`src/rtl/mac.sv`:
```
// Signed multiply-accumulate core. Each edge adds the full-precision product
// a*b into the accumulator; a synchronous active-low reset loads a signed bias.
module mac #(
  parameter int VAR_SIZE = 8,
  parameter int ACC_SIZE = 32
) (
  input  logic                clk,
  input  logic                rst_n,
  input  logic [VAR_SIZE-1:0] a,
  input  logic [VAR_SIZE-1:0] b,
  input  logic [ACC_SIZE-1:0] bias,
  output logic [ACC_SIZE-1:0] acc
);

  logic signed [2*VAR_SIZE-1:0] a_ext;
  logic signed [2*VAR_SIZE-1:0] b_ext;
  logic signed [2*VAR_SIZE-1:0] prod;
  logic signed [ACC_SIZE-1:0]   prod_ext;
  logic        [ACC_SIZE-1:0]   acc_d;
  logic        [ACC_SIZE-1:0]   acc_q;

  // Widen both operands first so the multiply is exact at 2*VAR_SIZE bits.
  assign a_ext    = {{VAR_SIZE{a[VAR_SIZE-1]}}, a};
  assign b_ext    = {{VAR_SIZE{b[VAR_SIZE-1]}}, b};
  assign prod     = a_ext * b_ext;
  assign prod_ext = ACC_SIZE'(prod);

  // Modulo 2^ACC_SIZE add: overflow wraps, no saturation.
  always_comb begin
    acc_d = acc_q + prod_ext;
  end

  always_ff @(posedge clk) begin
    if (!rst_n) begin
      acc_q <= bias;
    end else begin
      acc_q <= acc_d;
    end
  end

  assign acc = acc_q;

endmodule

```
`config.mk`:
```
export PLATFORM = sky130hd
export DESIGN_NAME = mac
export DESIGN_NICKNAME = d
export VERILOG_FILES = /design/src/rtl/mac.sv
export SDC_FILE = /design/constraint.sdc
export NUM_CORES = 1
export LEC_CHECK = 0
export BUFFER_PORTS_ARGS = -buffer_cell sky130_fd_sc_hd__buf_2
export CAP_MARGIN = 20
export CORE_ASPECT_RATIO = 1.25
export CORE_MARGIN = 1.5
export CORE_UTILIZATION = 59
export CTS_CLUSTER_SIZE = 40
export DETAILED_ROUTE_END_ITERATION = 12
export PLACE_DENSITY = 0.82
export SKIP_LAST_GASP = 1
export SLEW_MARGIN = 20
export SYNTH_ARGS = -nofsm -noshare
export SYNTH_HDL_FRONTEND = slang
export SYNTH_SLANG_ARGS = --single-unit
```
`constraint.sdc`:
```
create_clock -name clk -period 10.5 [get_ports clk]
set_input_delay 2.1 -clock clk [delete_from_list [all_inputs] [get_ports clk]]
set_output_delay 2.1 -clock clk [all_outputs]
set_load 0.005 [all_outputs]
```
Yosys cells after proc, flatten, opt, wreduce, memory -nomap -nowiden
Index checks and enable logic that the tools add are counted.

Equality and inequality tests: 0. Mux-type cells: 1. Reductions and logical operators: 0. $mul: 1. Shifts and indexed selects: 0. Magnitude comparators: 0. Divide/modulo/power cells: 0. Add/subtract/negate cells: 1. Bitwise logic cells: 0.

Operator list (count): adder 32 bit (1); 2-to-1 mux 32 bit (1); multiplier 8 x 8 -> 16 bit (1).

Latch bits: 0. Input port bits: 50. Logic and storage cells: 4. Register bits: 32. Bits in writable memories: 0. Output and inout port bits: 32. Bits in read-only memories: 0. Memories: 0.

Longest topological paths before layout
Depth after elaboration: 3. Gate-level depth with buffers: 27. Gate-level depth less buffers: 27.

Worst setup path after synthesis
No wires, ideal clock.

Path type: input -> register. From: in b[3]. To: reg acc_q[31] (netlist: acc[31]). Stages on the path: 23. Setup time: 0.083 ns. Required time: 10.417 ns. Setup slack: 2.323 ns. Buffers on the path: 0. Data arrival time: 8.094 ns. Cell sequence: and2_1 > fa_1 > inv_1 > fa_1 > inv_1 > fa_1 > inv_1 > fa_1 > inv_1 > ha_1 > and3_1 > a211oi_1 > nor4_1 > or2_2 > ha_1 > a21o_1 > a21oi_1 > inv_1 > o21ai_0 > mux2i_1 > o311ai_0 > or4_1 > o221ai_1.

Word-level cells in the longest chain between the ends: 3.

RTL lines: start: declaration (line 10) `input logic [VAR_SIZE-1:0] b,`; multiplier 8 x 8 -> 16 bit (line 25) `assign prod = a_ext * b_ext;`; adder 32 bit (line 30) `acc_d = acc_q + prod_ext;`; 2-to-1 mux 32 bit (line 34) `if (!rst_n) begin`; end signal: assignment (line 35) `acc_q <= bias;`; end: declaration (line 20) `logic [ACC_SIZE-1:0] acc_q;`.

Every way passes these cells.

Final worst setup path
From: in b[4]. To: reg acc_q[31] (netlist: acc[31]).

Same word-level chain as after synthesis.

==> flow_summary_export.csv <==
group,metric,value,unit
cells_and_area,area_growth,10.3,%
logic_synthesis,synth_edf_count,0,
clock_network,worst_skew_pair.late_latency,290,ps
sta,slew_viol_final,0,
cells_and_area,n_fill_cell,746,
floorplan,fp.dieW,87.9,um
logic_synthesis,synthTopCellsByArea,"fa_1 21%, ha_1 14%, dfxtp_1 12%",
placed_design,dp_hpwl,9830,um
routing,post-route-drc-count,0,
logic_synthesis,ys_seq_area_frac,0.121,
routing,drt-vias-per-instance,5.61,
clock_network,cts.sinks,32,
floorplan,initial_utilization,0.611,
clock_network,cts_tree,"yes",
logic_synthesis,synth_nets,777,
global_route,grt_antenna_before_repair,0,
floorplan,ios,82,
logic_synthesis,synth-seq-cells,32,
clock_network,ctsLongestPathBuffers,2,
logic_synthesis,syn_area,5310,sq um
global_route,grt.total_usage,0.264,
clock_network,cts_resized,0,
logic_synthesis,synth-warning-count,0,
worst_setup_path,cp-startpoint,"b[4]",
worst_setup_path,critical_path_class,"in2reg",
cells_and_area,fin_nets,852,
clock_network,postCtsHoldBufs,0,
floorplan,fp.dieH,109,um
clock_network,h-tree-depth,2,
routing,drt_iter0_drc,186,
clock_network,cts_root_buf,"clkbuf_8",
sta,tightest_slew,826,ps
logic_synthesis,yosys.area.top_type,"fa_1",
placed_design,portBuffers,81,
sta,finalHoldViolCount,0,
clock_network,cts.clk_slew.worst_paths,80,ps
global_route,grt_max_degree,37,
routing,routed_wl,11800,um
flow_run,drv_cap,0,
clock_network,post-cts-setup-buffers,0,
routing,first_pass_iters,4,
worst_setup_path,cp-start-kind,"primary input",
logic_synthesis,yosys-top-cells-count,"103 x inv_1, 60 x ha_1, 56 x fa_1, 45 x and2_1, 38 x a21oi_1",
placed_design,gp_congestion,0.880,
global_route,grt_pass1_wl,20400,um
sta,maxSlewHeadroom,0.446,
logic_synthesis,yosysTopAreaCellShare,0.211,
worst_setup_path,critPathMaxFanout,16,
global_route,gr-total-overflow,0,
sta,fin_skew,5.49,ps
cells_and_area,multi_input_area,4190,sq um
run_status,status,"finished, final reports clean",
sta,period_needed,8680,ps
cells_and_area,largest_register_ffs,32,
floorplan,rows,38,
global_route,grt_pass1_vias,4759,
worst_setup_path,critical_path.endpoint_type,"register",
floorplan,dieArea,9590,sq um
worst_setup_path,worstPathRequired,10720,ps
worst_setup_path,crit_arrival,8900,ps
routing,vias,4526,
sta,period_share,0.827,
min_path,hold_path_class,"reg2reg",
sta,setup_violations,0,
cells_and_area,drive_gt1_frac,0.176,
cells_and_area,design_area,5860,sq um
logic_synthesis,synthArstFlopShare,0,
logic_synthesis,ys_types,64,
logic_synthesis,syn_inst,611,
cells_and_area,seqCellArea,641,sq um
clock_network,numCtsBuffers,5,
sta,rsz0062_at_grt,"no",
worst_setup_path,worstReg2RegStart,"acc[0]$_DFF_P_",
sta,tns,0,ps
floorplan,core,8700,sq um
placed_design,place_area,5770,sq um
logic_synthesis,avgSynthCellArea,8.70,sq um
routing,postRouteAntennaNets,0,
sta,max_freq,115,MHz
logic_synthesis,yosysMostFrequentCell,"inv_1",
cells_and_area,diodes,0,
logic_synthesis,synthFlopType,"dfxtp_1",
routing,wl_per_cell,14.7,um
min_path,hold_start,"acc[0]$_DFF_P_",
-- routing by layer --
layer | wire (um) | track usage | vias up
met1 | 4900 | 0.306 | 2165
met4 | 172 | 0.0692 | 0
li1 | - | - | 2227
met2 | 6320 | 0.509 | 118
met3 | 451 | 0.0212 | 16
met5 | 0 | 0 | -
-- cells in the final DEF, fill, tap and decap left out, types with 13 or more instances in the layout --
cell type / n
a21o_1: 14
a21oi_1: 38
and2_1: 45
buf_2: 81
dfxtp_1: 32
fa_1: 56
ha_1: 60
inv_1: 103
mux2_2: 15
nand2_1: 36
nor2_1: 18
o21ai_0: 17
o21bai_1: 13
xnor2_1: 24
-- worst max-delay path, stage by stage --
cell      delay (ps)
buf_2            140
and2_1           190
fa_1             540
inv_1             50
fa_1             480
inv_1             60
fa_1             530
inv_1             50
fa_1             520
inv_1             40
ha_1             320
o21ai_0          120
o21bai_1         240
a31o_2           230
a211oi_1          90
nor4_1           430
or2_2            430
ha_1             350
a21o_1           200
a21oi_1          320
inv_1            110
o21ai_0          350
mux2i_1          230
o311ai_0         180
or4_1            510
o221ai_1          80
-- worst paths after layout --
check,slack (ps),cells past startpoint,end
worst max-delay path,1820,26,acc[31]$_DFF_P_
worst max register to register,7330,10,acc[16]$_DFF_P_
worst min-delay path,630,2,acc[0]$_DFF_P_
worst min register to register,630,2,acc[0]$_DFF_P_
-- kinds of logic (layout without fill, tap and decap cells) --
kind of cell             count (synthesis)  in the layout  synth area share
AND/OR/NAND/NOR                        158            158             0.161
flip-flops                              32             32             0.121
XOR/XNOR                                30             30            0.0494
buffers and inverters                  117            193            0.0914
multiplexers                            16             16            0.0337
AO/OA/AOI/OAI                          142            142             0.192
adder cells (fa/ha/maj)                116            116             0.352
-- cell type report --
cell class	count	area share
clock buffer	5	0.0117
multi-input combinational	462	0.714
clock inverter	3	0.00320
timing repair buffer	81	0.0692
tap	120	0.0256
sequential	32	0.109
inverter	104	0.0666
-- metrics by stage --
stage	util	setup WS, ps	hold slack [ps]	instances
2_1_floorplan	-	2320	602	611
3_3_place_gp	0.664	1840	588	799
3_5_place_dp	0.664	1580	624	799
4_1_cts	0.674	1860	640	807
5_1_grt	0.674	1290	670	807
6_report	0.674	1820	631	807
Power is not shown: default switching activity piles up to over one toggle a cycle in this logic, so the estimate is an artifact.
